$ cat src/rtl/cp0_if.sv
// Bus bundle between the M stage and the CP0 register file / exception arbiter.
interface cp0_if;
  logic [4:0]  A1;
  logic [4:0]  A2;
  logic [31:0] DIn;
  logic        WE;
  logic [31:0] PCM;
  logic        BDIn;
  logic [4:0]  ExcCodeIn;
  logic [5:0]  HWInt;
  logic        EXLClr;
  logic        IntReq;
  logic [31:0] EPCOut;
  logic [31:0] DOut;

  modport master (
    output A1, A2, DIn, WE, PCM, BDIn, ExcCodeIn, HWInt, EXLClr,
    input  IntReq, EPCOut, DOut
  );

  modport slave (
    input  A1, A2, DIn, WE, PCM, BDIn, ExcCodeIn, HWInt, EXLClr,
    output IntReq, EPCOut, DOut
  );
endinterface

$ cat src/rtl/cp0.sv
// Coprocessor-0: SR/Cause/EPC/PRId registers plus the interrupt/exception
// arbiter that raises IntReq combinationally and records the victim state.
module cp0 #(
  parameter logic [31:0] PRID = 32'h0000_0001
) (
  input  logic  Clk,
  input  logic  Reset,
  cp0_if.slave  bus
);

  logic [5:0]  im_q, im_d;
  logic        exl_q, exl_d;
  logic        ie_q, ie_d;
  logic        bd_q, bd_d;
  logic [5:0]  ip_q, ip_d;
  logic [4:0]  exc_q, exc_d;
  logic [31:0] epc_q, epc_d;

  logic        int_pend;
  logic        exc_pend;
  logic        int_req;
  logic [31:0] victim_pc;

  // Live HWInt, not the registered IP, so an interrupt is seen the cycle it arrives.
  assign int_pend  = (|(bus.HWInt & im_q)) & ie_q & ~exl_q;
  assign exc_pend  = (bus.ExcCodeIn != 5'd0) & ~exl_q;
  assign int_req   = int_pend | exc_pend;
  assign victim_pc = bus.BDIn ? (bus.PCM - 32'd4) : bus.PCM;

  always_comb begin
    im_d  = im_q;
    exl_d = exl_q;
    ie_d  = ie_q;
    bd_d  = bd_q;
    ip_d  = bus.HWInt;
    exc_d = exc_q;
    epc_d = epc_q;

    if (int_req) begin
      // An interrupted mtc0 must not commit, so WE is ignored here.
      exl_d = 1'b1;
      exc_d = int_pend ? 5'd0 : bus.ExcCodeIn;
      bd_d  = bus.BDIn;
      epc_d = victim_pc & 32'hFFFF_FFFC;
    end else begin
      if (bus.WE && bus.A2 == 5'd12) begin
        im_d  = bus.DIn[15:10];
        exl_d = bus.DIn[1];
        ie_d  = bus.DIn[0];
      end
      if (bus.WE && bus.A2 == 5'd14) begin
        epc_d = bus.DIn & 32'hFFFF_FFFC;
      end
      if (bus.EXLClr) begin
        exl_d = 1'b0;
      end
    end
  end

  always_ff @(posedge Clk or posedge Reset) begin
    if (Reset) begin
      im_q  <= 6'd0;
      exl_q <= 1'b0;
      ie_q  <= 1'b0;
      bd_q  <= 1'b0;
      ip_q  <= 6'd0;
      exc_q <= 5'd0;
      epc_q <= 32'd0;
    end else begin
      im_q  <= im_d;
      exl_q <= exl_d;
      ie_q  <= ie_d;
      bd_q  <= bd_d;
      ip_q  <= ip_d;
      exc_q <= exc_d;
      epc_q <= epc_d;
    end
  end

  always_comb begin
    case (bus.A1)
      5'd12:   bus.DOut = {16'd0, im_q, 8'd0, exl_q, ie_q};
      5'd13:   bus.DOut = {bd_q, 15'd0, ip_q, 3'd0, exc_q, 2'd0};
      5'd14:   bus.DOut = epc_q;
      5'd15:   bus.DOut = PRID;
      default: bus.DOut = 32'd0;
    endcase
  end

  assign bus.IntReq = int_req;
  assign bus.EPCOut = epc_q;

endmodule

$ cat src/flat_wrapper.sv
// flat-port wrapper written by rule: the top's interface ports become plain ports
module cp0_flat 
#(
  parameter logic [31:0] PRID = 32'h0000_0001
)
  (Clk, Reset, bus_A1, bus_A2, bus_DIn, bus_WE, bus_PCM, bus_BDIn, bus_ExcCodeIn, bus_HWInt, bus_EXLClr, bus_IntReq, bus_EPCOut, bus_DOut);
  cp0_if bus_i ();
  input  logic Clk;
  input  logic Reset;
  input wire logic [$bits(bus_i.A1)-1:0] bus_A1;
  input wire logic [$bits(bus_i.A2)-1:0] bus_A2;
  input wire logic [$bits(bus_i.DIn)-1:0] bus_DIn;
  input wire logic [$bits(bus_i.WE)-1:0] bus_WE;
  input wire logic [$bits(bus_i.PCM)-1:0] bus_PCM;
  input wire logic [$bits(bus_i.BDIn)-1:0] bus_BDIn;
  input wire logic [$bits(bus_i.ExcCodeIn)-1:0] bus_ExcCodeIn;
  input wire logic [$bits(bus_i.HWInt)-1:0] bus_HWInt;
  input wire logic [$bits(bus_i.EXLClr)-1:0] bus_EXLClr;
  output wire logic [$bits(bus_i.IntReq)-1:0] bus_IntReq;
  output wire logic [$bits(bus_i.EPCOut)-1:0] bus_EPCOut;
  output wire logic [$bits(bus_i.DOut)-1:0] bus_DOut;
  assign bus_i.A1 = bus_A1;
  assign bus_i.A2 = bus_A2;
  assign bus_i.DIn = bus_DIn;
  assign bus_i.WE = bus_WE;
  assign bus_i.PCM = bus_PCM;
  assign bus_i.BDIn = bus_BDIn;
  assign bus_i.ExcCodeIn = bus_ExcCodeIn;
  assign bus_i.HWInt = bus_HWInt;
  assign bus_i.EXLClr = bus_EXLClr;
  assign bus_IntReq = bus_i.IntReq;
  assign bus_EPCOut = bus_i.EPCOut;
  assign bus_DOut = bus_i.DOut;
  cp0 #(.PRID(PRID)) u_core (.Clk(Clk), .Reset(Reset), .bus(bus_i));
endmodule
$ cat config.mk
export PLATFORM = sky130hd
export DESIGN_NAME = cp0_flat
export DESIGN_NICKNAME = d
export VERILOG_FILES = /design/src/rtl/cp0_if.sv /design/src/rtl/cp0.sv /design/src/flat_wrapper.sv
export SDC_FILE = /design/constraint.sdc
export NUM_CORES = 1
export LEC_CHECK = 0
export ABC_CLOCK_PERIOD_IN_PS = 2200
export CAP_MARGIN = 15
export CORE_ASPECT_RATIO = 0.6
export CORE_UTILIZATION = 39
export DETAILED_ROUTE_END_ITERATION = 7
export PLACE_DENSITY = 0.78
export SYNTH_ARGS = -nofsm -noshare
export SYNTH_HDL_FRONTEND = slang
export SYNTH_SLANG_ARGS = --single-unit
$ cat constraint.sdc
create_clock -name Clk -period 2.2 [get_ports Clk]
set_clock_uncertainty 0.15 [all_clocks]
set_input_delay 0.44 -clock Clk [delete_from_list [all_inputs] [get_ports Clk]]
set_output_delay 0.44 -clock Clk [all_outputs]
set_load 0.02 [all_outputs]
==> results of run 1 <==
-- sequential cells by signal (all words and copies together), names as in the netlist --
signal             count
u_core.ip_q            6
u_core.exc_q           5
u_core.bd_q            1
u_core.ie_q            1
u_core.exl_q           1
u_core.bus.EPCOut     30
u_core.im_q            6
-- area by class of cell --
| class | count | area [µm²] |
|---|---|---|
| Inverter | 6 | 23.8 |
| Fill cell | 645 | 2510 |
| Sequential cell | 50 | 1250 |
| Timing Repair Buffer | 259 | 2240 |
| Clock inverter | 1 | 5.00 |
| Clock buffer | 7 | 143 |
| Tap cell | 112 | 140 |
| Multi-Input combinational cell | 286 | 2270 |
-- stage by stage --
stage,cell area [µm²],setup WS [ns],util [%],instances
after floorplan,3550,-0.133,-,372
after global placement,5800,-0.614,67.6,697
after detailed placement,5800,-0.672,67.6,697
after CTS,6050,0.000646,70.4,719
after global routing,6070,-0.0496,70.7,721
final,6070,-0.0214,70.7,721
-- worst max-delay path: cells and delay by family --
| family | cells | cell delay, ns |
|---|---|---|
| buf+inv | 4 | 0.47 |
| simple gates | 3 | 0.71 |
-- layer usage --
metal / vias up / share of wire, % / wire length [µm]
li1: 1907 / - / -
met1: 1992 / 45 / 6240
met2: 227 / 43 / 5990
met3: 16 / 10 / 1380
met4: 0 / 1.4 / 196
met5: - / 0 / 0
-- report_power, final --
group          leakage [nW]  switching (mW)  internal [mW]
registers             0.586           0.392           1.31
logic                  2.04            1.32           1.38
clock network        0.0739           0.345          0.452
total                  2.70            2.06           3.14
-- cell usage after synthesis, types with 3 or more instances --
library cell	n	share of area (%)
nor4b_1	16	4.0
nand4_1	4	0.72
a22oi_1	9	1.9
mux2_2	9	2.9
and2_1	18	3.2
a31oi_1	16	2.9
or4_1	16	3.4
dfrtp_1	50	36
mux2i_1	37	11
xnor2_1	5	1.3
a21oi_1	8	1.1
o31a_1	15	3.8
nor4_1	23	4.1
a21o_1	4	0.86
nand3_1	6	0.86
buf_4	3	0.65
nor3b_1	5	1.1
nor3_1	5	0.72
o31ai_1	13	2.8
o21ai_0	4	0.57
or3_1	9	1.6
nor2b_1	4	0.72
nand2_1	6	0.65
inv_1	5	0.54
xor2_1	9	2.3
or2_2	4	0.72
clkbuf_1	25	2.7
nor2_1	24	2.6
-- final timing paths --
check                                  endpoint            start  cells after the start
min                              u_core.ip_q[2]     bus_HWInt[2]                      1
min reg2reg                     u_core.exc_q[2]  u_core.exc_q[2]                      1
max                                bus_DOut[27]        bus_A1[4]                      7
max in group asynchronous  u_core.bus.EPCOut[3]            Reset                      3
min in group asynchronous        u_core.ip_q[2]            Reset                      3
max reg2reg                      u_core.im_q[5]   u_core.im_q[0]                      6
-- cell families (layout without fill, tap and decap cells) --
| kind of cell | after synthesis | count (layout) | share of synthesized area (%) |
|---|---|---|---|
| adder cells (fa/ha/maj) | 1 | 1 | 0.359 |
| buffers and inverters | 36 | 273 | 4.27 |
| other | 1 | 2 | 0.108 |
| AND/OR/NAND/NOR | 153 | 153 | 28.1 |
| AO/OA/AOI/OAI | 70 | 70 | 14.2 |
| flip-flops | 50 | 50 | 35.9 |
| XOR/XNOR | 14 | 14 | 3.52 |
| multiplexers | 46 | 46 | 13.5 |
-- repair_timing --
action | CTS | global route
endpoints found under the setup margin | 60 | 37
pin swaps | 22 | 16
gates cloned | 3 | 0
buffers inserted | 11 | 3
gates resized for setup | 233 | 34
==> summary.md, run 1 <==
| Metric | Value |
|---|---|
| Clk buf depth | 2 |
| Vias after detailed routing | around 4100 |
| Core Area | ~8600 µm² |
| Most common cell after layout, fill and taps aside | buf_4 |
| Crit path capture type | output pin |
| Critical path class | primary input to output pin |
| Pwr Total | about 5.2 mW |
| Post-Synthesis Cells | ~370 |
| Tcrit/Tclk final | 101% |
| CP dominant cell by count | buf_6 |
| Leak | between 2 and 3 nW |
| Status | finished, violations left |
| Crit path max-delay cell type | nand3b_1 |
| MaxCap Viol Count | 0 |
| Vias in the first global route | just under 4000 |
| Total CTS buffers | 5 |
| Synth warn | 0 |
| Fin crit period | between 2 and 2.5 ns |
| Die W | 124 µm |
| Worst Tran Pin Value | 0.527 ns |
| N_diodes | 0 |
| Power Density | around 860 nW/µm² |
| Dpl hpwl | between 10000 and 15000 µm |
| Initial antenna violation count | 1 |
| Final setup fails | 1 |
| Ys async rst share | between 90% and 100% |
| GRT Util Overall | ~30% |
| Post-synthesis average cell area | ~9.4 µm² |
| Min-Delay Path Class | primary input to flop |
| CTS root buffer | clkbuf_16 |
| Routing usage on met3 | between 8 and 9% |
| Failing checks | negative setup slack |
| Port-buffer cells | 150 |
| Nets | ~700 |
| Largest net degree at the start of global routing | between 50 and 60 |
| First-iteration detailed-routing DRC count | approximately 340 |
| Hold_buf cts | 0 |
| Worst path required time | approximately 1.6 ns |
| TNS Setup | -0.0214 ns |
| Max Freq | 450 MHz |
| H-tree depth | 2 |
| Clk sinks | 50 |
| Post-synth cell types | 43 |
| Initial Util | just over 40% |
| Peak VDD IR | approximately 0.37 mV |
| Final wirelength | around 14000 µm |
| First-pass GRT wire length | about 20000 µm |
| Hold Worst Slack | 0.270 ns |
| Main synth FF type | dfrtp_1 |
| Clk slew on worst S/H paths | around 0.06 ns |
| Number of synthesized flops with an enable pin | 0 |
| GR Util met1 | between 40% and 50% |
| Hold Fails Final Rpt | 0 |
| Post-DRT Antenna Nets | 0 |
| Flop-to-flop setup slack | around 0.19 ns |
| Share of layout cells above drive strength 1 | about 36% |
| Setup slack after layout | -0.0214 ns |
| Clk Latency, worst-skew pair | roughly 0.30 ns |
| Relative slew slack | between 60 and 70% |
| DRC Markers | 0 |
| Most used routing layer | met2 |
| Grt total ovfl | 0 |
| Die area | 9340 µm² |
| Final max-slew violation count | 0 |
| Rows | 26 |
| Worst path arrival time | 1.63 ns |
| CTS tree | yes |
| Critical path's largest stage delay | around 0.30 ns |
| Crit-path cells | buf_6 > nand3b_1 > nor2b_4 > buf_6 > buf_6 > and2_4 > buf_6 |
| Die Y | 75.2 µm |
| Routed length per instance | 19.2 µm |
| Type of origin of the critical path | primary input |
| Commonest non-fill, non-tap cells in the layout | 101 x buf_4, 84 x clkdlybuf4s50_1, 50 x dfrtp_1, 36 x mux2i_1, 29 x buf_2 |
| CP Max Fanout | 5 |
| Gp weighted congestion | around 0.9 |
| Vias per cell | ~5.7 |
| Top-Level Pins | 155 |
| Mapped cell area | 3490 µm² |
| Met2 Usage GRT | roughly 43% |
| Seq/Total Area, Yosys | between 30% and 40% |
| Layout area overhead | 74.2% |
| Synth Register Bits | 50 |
| RSZ-0062 raised after global routing | yes |
| Pre-Repair DR Iteration Count | 4 |
(Power assumes the default switching activity.)
==> inputs of run 2 (changes only) <==
Settings changed: TNS_END_PERCENT set to 50.
==> summary.md, run 2 (synthesis gave the netlist of run 1 again) <==
| Metric | Value |
|---|---|
| Worst reg-to-reg path cell count | 6 |
| Peak VDD IR | 0.388 mV |
| CP Max Fanout | 3 |
| Vias after detailed routing | around 4200 |
| Min-Delay Path Class | primary input to flop |
| Area of the multi-input gates | roughly 2300 µm² |
| RSZ-0062 raised after global routing | yes |
| Fin crit period | ~2.2 ns |
| Vias in the first global route | 3965 |
| Final max-slew violation count | 0 |
| Tcrit/Tclk final | 99.8% |
| Die W | 124 µm |
| Crit path capture type | flop |
| Worst path required time | 2.27 ns |
| CP startpoint | bus_PCM[7] |
| Clk buf depth | 2 |
| Vias per cell | 5.77 |
| MaxCap Viol Count | 0 |
| Relative slew slack | 61.1% |
| Power Density | 866 nW/µm² |
| CTS root buffer | clkbuf_16 |
| Final setup fails | 0 |
| Top-Level Pins | approximately 160 |
| Initial Util | 40.6% |
| Leak | ~2.7 nW |
| GRT Util Overall | a little under a third |
| Grt total ovfl | 0 |
| # fillers | between 600 and 700 |
| Clk slew on worst S/H paths | around 0.06 ns |
| Worst path arrival time | between 2 and 2.5 ns |
| Most common cell after layout, fill and taps aside | buf_4 |
| Die area | between 9000 and 10000 µm² |
| Post-DRT Antenna Nets | 0 |
| Core Area | between 8000 and 9000 µm² |
| Initial antenna violation count | 0 |
| Final wirelength | between 10000 and 15000 µm |
| Commonest non-fill, non-tap cells in the layout | 102 x buf_4, 82 x clkdlybuf4s50_1, 50 x dfrtp_1, 36 x mux2i_1, 26 x buf_2 |
| Placed insts | approximately 700 |
| First-pass GRT wire length | roughly 21000 µm |
| Worst r2r src | u_core.im_q[1] |
| Status | completed |
| H-tree depth | 2 |
| Crit path capture | u_core.bus.EPCOut[13] |
| Post-Layout Cell Count | between 700 and 800 |
| Rows | 26 |
| Port-buffer cells | 150 |
| Share of layout cells above drive strength 1 | between 30% and 40% |
| Hold Fails Final Rpt | 0 |
| N_diodes | 0 |
| Pre-Repair DR Iteration Count | 5 |
| Type of origin of the critical path | primary input |
| Worst Tran Pin Value | 0.578 ns |
| Dpl hpwl | 10000 µm |
| Clk sinks | 50 |
| Clk Latency, worst-skew pair | roughly 0.29 ns |
| DRC Markers | 0 |
| Total CTS buffers | 5 |
| Routed length per instance | approximately 20 µm |
| First-iteration detailed-routing DRC count | 278 |
| Layout area overhead | 76.6% |
| CTS tree | yes |
| Largest register FFs | 30 |
| Die Y | 75.2 µm |
| Largest net degree at the start of global routing | 51 |
| Critical path class | primary input to flop |
| Nets | between 600 and 700 |
| Flop-to-flop setup slack | 0.17 ns |
| Worst reg2reg endpoint | u_core.bd_q |
| Reg area | 1250 µm² |
| Gp weighted congestion | approximately 0.91 |
| Pwr Total | about 5.3 mW |
| Max Freq | roughly 460 MHz |
run 2: cell count changes in the layout (fill, tap and decap cells not counted), sizes merged, moves of 2 or more:
cell,previous run,this run
dlygate4sd2,10,13
clkdlybuf4s50,84,82
clkbuf,12,7
dlymetal6s2s,4,6
run 2: report_power, final:
part / internal (mW) / switching (mW) / leakage [nW] / total, mW
logic: 1.40 / 1.34 / 2.07 / 2.74
registers: 1.31 / 0.388 / 0.586 / 1.69
clock network: 0.562 / 0.340 / 0.0829 / 0.902
run 2: through the flow:
stage          worst slack, ns  cell area, µm²  util [%]  hold WS, ns  TNS, ns
6_report               0.00521            6160      71.7        0.263        0
4_1_cts                -0.0289            6040      70.3        0.256  -0.0542
2_1_floorplan           -0.133            3540         -        0.300   -0.365
5_1_grt                -0.0517            6160      71.7        0.267   -0.131
3_3_place_gp            -0.603            5780      67.3        0.316   -30.51
3_5_place_dp            -0.688            5780      67.3        0.321   -33.33
run 2: worst min path at each step:
stage / start / end / slack (ns) / cells after the start
2_1_floorplan: u_core.exc_q[0] / u_core.exc_q[0] / 0.30 / 1
3_3_place_gp: u_core.exc_q[0] / u_core.exc_q[0] / 0.32 / 1
3_5_place_dp: u_core.exc_q[2] / u_core.exc_q[2] / 0.32 / 1
4_1_cts: bus_HWInt[1] / u_core.ip_q[1] / 0.26 / 1
5_1_grt: bus_HWInt[2] / u_core.ip_q[2] / 0.27 / 1
6_report: bus_HWInt[2] / u_core.ip_q[2] / 0.26 / 1
run 2: critical path: stages:
cell,delay (ns)
dlygate4sd2_1,0.26
or3_4,0.40
or4_4,0.53
or4_4,0.44
a31oi_4,0.18
run 2: layer usage:
| metal | vias up | track usage (%) | wire (µm) |
|---|---|---|---|
| met5 | - | 0 | 0 |
| met4 | 0 | 7.01 | 201 |
| met3 | 23 | 5.30 | 1240 |
| met2 | 225 | 48.1 | 6460 |
| met1 | 2002 | 42.4 | 6270 |
| li1 | 1901 | - | - |
run 2: repair_timing:
item / 4_1_cts / 5_1_grt
gates resized for setup: 246 / 45
cloned: 4 / 1
setup buffers: 6 / 5
setup endpoints to repair: 57 / 50
pin swaps: 21 / 16
hold buffers: 0 / 0
run 2: area by class of cell:
type                            count  area share (%)
Multi-Input combinational cell    286            37.7
Timing Repair Buffer              258            36.6
Sequential cell                    50            20.3
Tap cell                          112            2.28
Clock buffer                        6            2.25
Clock inverter                      1           0.488
Inverter                            6           0.386
